==> src/rtl/serial_adder_pkg.sv <==
// serial_adder_pkg: shared width default and serializer state encodings for the serial adder datapath
package serial_adder_pkg;
  localparam int DEF_WIDTH = 5;
  typedef enum logic [1:0] {
    EMPTY = 2'b00,
    SHIFT = 2'b01,
    FULL  = 2'b11
  } state_e;
endpackage

==> src/rtl/operand_serializer.sv <==
// operand_serializer: accepts operand words and emits them LSB-first, one framed bit pair per cycle
module operand_serializer
  import serial_adder_pkg::*;
#(
  parameter int WIDTH = DEF_WIDTH
) (
  input  logic             clk,
  input  logic             reset,
  input  logic             in_valid,
  output logic             in_ready,
  input  logic [WIDTH-1:0] in_a,
  input  logic [WIDTH-1:0] in_b,
  input  logic             shift_en,
  output logic             a,
  output logic             b,
  output logic             bit_valid,
  output logic             first,
  output logic             last
);
  localparam int IW = WIDTH > 1 ? $clog2(WIDTH) : 1;
  localparam logic [IW-1:0] LAST_IDX = IW'(WIDTH - 1);
  state_e state_q, state_d;
  logic [WIDTH-1:0] act_a_q, act_a_d, act_b_q, act_b_d;
  logic [WIDTH-1:0] pend_a_q, pend_a_d, pend_b_q, pend_b_d;
  logic [IW-1:0] idx_q, idx_d;
  logic act_full, pend_full, accept, consume;
  assign act_full  = state_q != EMPTY;
  assign pend_full = state_q == FULL;
  assign in_ready  = !pend_full;
  assign accept    = in_valid && in_ready;
  assign consume   = shift_en && act_full;
  assign bit_valid = act_full;
  assign a         = act_a_q[0] & act_full;
  assign b         = act_b_q[0] & act_full;
  assign first     = act_full && idx_q == '0;
  assign last      = act_full && idx_q == LAST_IDX;
  // Slot state and data: shift on consume, refill active from input or pending at word boundaries
  always_comb begin
    state_d  = state_q;
    act_a_d  = consume ? act_a_q >> 1 : act_a_q;
    act_b_d  = consume ? act_b_q >> 1 : act_b_q;
    idx_d    = consume ? (last ? '0 : idx_q + IW'(1)) : idx_q;
    pend_a_d = pend_a_q;
    pend_b_d = pend_b_q;
    case (state_q)
      EMPTY: if (accept) begin
        act_a_d = in_a;
        act_b_d = in_b;
        state_d = SHIFT;
      end
      SHIFT: if (consume && last) begin
        if (accept) begin
          act_a_d = in_a;
          act_b_d = in_b;
        end else state_d = EMPTY;
      end else if (accept) begin
        pend_a_d = in_a;
        pend_b_d = in_b;
        state_d  = FULL;
      end
      FULL: if (consume && last) begin
        act_a_d = pend_a_q;
        act_b_d = pend_b_q;
        state_d = SHIFT;
      end
      default: state_d = EMPTY;
    endcase
  end
  // State register; reset abandons any word in flight
  always_ff @(posedge clk or negedge reset) begin
    if (!reset) begin
      state_q  <= EMPTY;
      act_a_q  <= '0;
      act_b_q  <= '0;
      pend_a_q <= '0;
      pend_b_q <= '0;
      idx_q    <= '0;
    end else begin
      state_q  <= state_d;
      act_a_q  <= act_a_d;
      act_b_q  <= act_b_d;
      pend_a_q <= pend_a_d;
      pend_b_q <= pend_b_d;
      idx_q    <= idx_d;
    end
  end
endmodule

==> config.mk <==
export PLATFORM = sky130hd
export DESIGN_NAME = operand_serializer
export DESIGN_NICKNAME = d
export VERILOG_FILES = /design/src/rtl/serial_adder_pkg.sv /design/src/rtl/operand_serializer.sv
export SDC_FILE = /design/constraint.sdc
export NUM_CORES = 1
export LEC_CHECK = 0
export CAP_MARGIN = 40
export CORE_MARGIN = 2
export CORE_UTILIZATION = 45
export CTS_CLUSTER_DIAMETER = 100
export DETAILED_ROUTE_END_ITERATION = 7
export PLACE_DENSITY = 0.64
export SYNTH_ARGS = -nofsm -noshare
export SYNTH_HDL_FRONTEND = slang
export SYNTH_SLANG_ARGS = --single-unit
==> constraint.sdc <==
create_clock -name clk -period 2.7 [get_ports clk]
set_input_delay 0.54 -clock clk [delete_from_list [all_inputs] [get_ports clk]]
set_output_delay 0.54 -clock clk [all_outputs]
set_load 0.02 [all_outputs]
==> results by group <==
Timing
  – Relative slew slack: 0.656
  – RSZ-0062 raised after global routing: false
  – Final setup TNS: 0 ns
  – Worst-case clock skew: 0.00671 ns
  – Fin crit period: 2.58 ns
  – # setup viols final: 0
  – Max Freq: 387 MHz
  – Pins Over Slew Limit: 0
  – Tcrit/Tclk final: 0.956
  – Worst-Margin Slew: 0.513 ns
  – Final hold vios: 0

CTS
  – Root buf cell: clkbuf_4
  – CTS tree: built
  – H-tree levels: 1
  – Clk sinks: 25
  – Clock transition at path regs: 0.14 ns
  – CTS Hold Bufs: 0
  – CTS Buf Count: 3
  – Post-CTS sizing: 1
  – Setup repair bufs after CTS: 0
  – Skew-Pair Late Insertion Delay: 0.31 ns
  – Maximum clock path buffer count: 2

Cells and area
  – Share of layout cells above drive strength 1: 0.194
  – Nets: 182
  – Most common cell after layout, fill and taps aside: dfrtp_1
  – Most frequent cells in the layout: dfrtp_1, clkdlybuf4s50_1, mux2_2, mux2i_1, inv_1
  – Number of diodes: 0
  – Register area: 626 um^2
  – Multi-input gate area: 826 um^2
  – Non-Filler Instances: 206
  – Fin area: 1790 um^2
  – Layout fillers: 312
  – P&R area growth vs syn: 17.6%

Yosys
  – Yosys reg bits: 25
  – Top-area cell type share of the netlist area: 0.410
  – Syn Nets: 162
  – Largest cells by area after synthesis: dfrtp_1, mux2_2, mux2i_1
  – Mapped cell area: 1530 um^2
  – Synth cell types: 37
  – Number of flops mapped to enable cells by yosys: 0
  – Syn Inst Count: 141
  – Yosys warnings: 0
  – Ys async rst share: 1.00
  – Post-Syn Area per Cell: 10.8 um^2
  – Predominant post-synthesis flop cell: dfrtp_1
  – Cell accounting for the most synthesized area: dfrtp_1
  – Share of the yosys chip area belonging to registers: 0.410

Floorplan
  – IO Count: 20
  – Die width: 62.2 um
  – Die area: 3870 um^2
  – # rows: 21
  – Core area: 3280 um^2
  – Initial core utilization: 0.464
  – Die Y: 62.2 um

Drt
  – Total number of vias: 1198
  – DRC Markers: 0
  – Initial DRC count: 56
  – Drt via density: 5.82
  – Post-route antenna net violation count: 0
  – Drt total wl: 3340 um
  – Wire per inst: 16.2 um
  – DRT Pass-1 Iters: 4

Worst hold path
  – Hold path depth: 1
  – Worst hold path type: register to register

Power
  – Pwr dens: 1040 nW/um^2
  – Pleak: 0.797 nW
  – Peak supply drop: 466 uV

Placement
  – # placed instances: 202
  – RD Place Congestion: 0.846
  – Dpl hpwl: 2420 um
  – IO buf count: 19
  – Placed inst area: 1750 um^2

Worst setup path
  – CP Capture Type: primary output
  – Crit start category: register
  – Critical Path RT: 2.16 ns
  – FF-to-FF path depth: 7
  – Critical Path Fanout Max: 11
  – Worst Setup Path Type: register to primary output
  – Worst Path Arrival: 2.04 ns

Outcome
  – Status: finished, final reports clean

Global route
  – Pin count of the biggest net entering global routing: 26
  – Total grt overflow: 0
  – Initial antenna violation count: 0
  – Global Route Usage Sum: 0.180
  – Vias in the first global route: 1183
  – First-pass GRT wire length: 5620 um

Flow run
  – Max-cap violations: 0
-- cell usage after synthesis (3+ instances only) --
cell	instances
a21oi_1	3
a221oi_1	3
a22oi_1	6
and3_1	3
buf_2	6
dfrtp_1	25
ha_1	7
inv_1	8
mux2_2	12
mux2i_1	10
nand2_1	5
nand3_1	4
nor2_1	5
nor2b_1	3
o21ai_0	7
o21ai_1	6
-- through the flow --
stage | power (mW) | worst slack [ns] | hold WS [ns] | utilization
final | 1.86 | 0.118 | 0.525 | 0.546
after global routing | 2.00 | 0.0350 | 0.542 | 0.546
after CTS | 1.86 | 0.0647 | 0.527 | 0.543
after detailed placement | 1.69 | 0.278 | 0.497 | 0.534
after global placement | 1.64 | 0.391 | 0.487 | 0.534
after floorplan | 1.42 | 0.814 | 0.244 | -
-- final timing paths --
path / from / endpoint / slack (ns)
worst max-delay path: state_q[0] / last / 0.12
worst min-delay path: pend_a_q[2] / pend_a_q[2] / 0.52
worst max register to register: state_q[0] / act_b_q[1] / 0.68
worst min register to register: pend_a_q[2] / pend_a_q[2] / 0.52
max in group asynchronous: reset / pend_a_q[3] / 1.88
min in group asynchronous: reset / state_q[1] / 0.58
-- report_power, final --
part,internal [mW],total [mW],leakage (nW),switching (mW)
Sequential,0.549,0.675,0.311,0.126
Combinational,0.486,1.02,0.471,0.537
Clock,0.0577,0.167,0.0150,0.109
-- registers in the layout, indices dropped and copies added (netlist names) --
signal and flops:
act_a_q 5, pend_b_q 5, act_b_q 5, state_q 2
idx_q 3, pend_a_q 5
-- logic make-up after synthesis --
| group | synth area share |
|---|---|
| muxes | 0.164 |
| and+or+nand+nor | 0.135 |
| AOI/OAI and AO/OA | 0.171 |
| adders and majority gates | 0.0574 |
| DFF | 0.410 |
| xor gates and xnor gates | 0.00574 |
| buffers and inverters | 0.0566 |
-- worst max-delay path, cell delays in order, from the launching register on --
cell             delay, ns
dfrtp_1               0.43
inv_1                 0.13
ha_4                  0.22
inv_1                 0.17
and3_1                0.18
clkdlybuf4s50_1       0.59
-- routing by layer --
metal,up-vias,share of wire,GRT usage
li1,557,-,-
met1,599,0.44,0.232
met2,40,0.51,0.318
met3,2,0.047,0.0199
met4,0,0.0060,0.0556
met5,-,0,0
-- area by class of cell --
cell class / count / area share
Timing Repair Buffer: 24 / 0.127
Clock buffer: 4 / 0.0147
Multi-Input combinational cell: 99 / 0.461
Sequential cell: 25 / 0.349
Inverter: 8 / 0.0167
Tap cell: 46 / 0.0321
(Power assumes the default switching activity.)
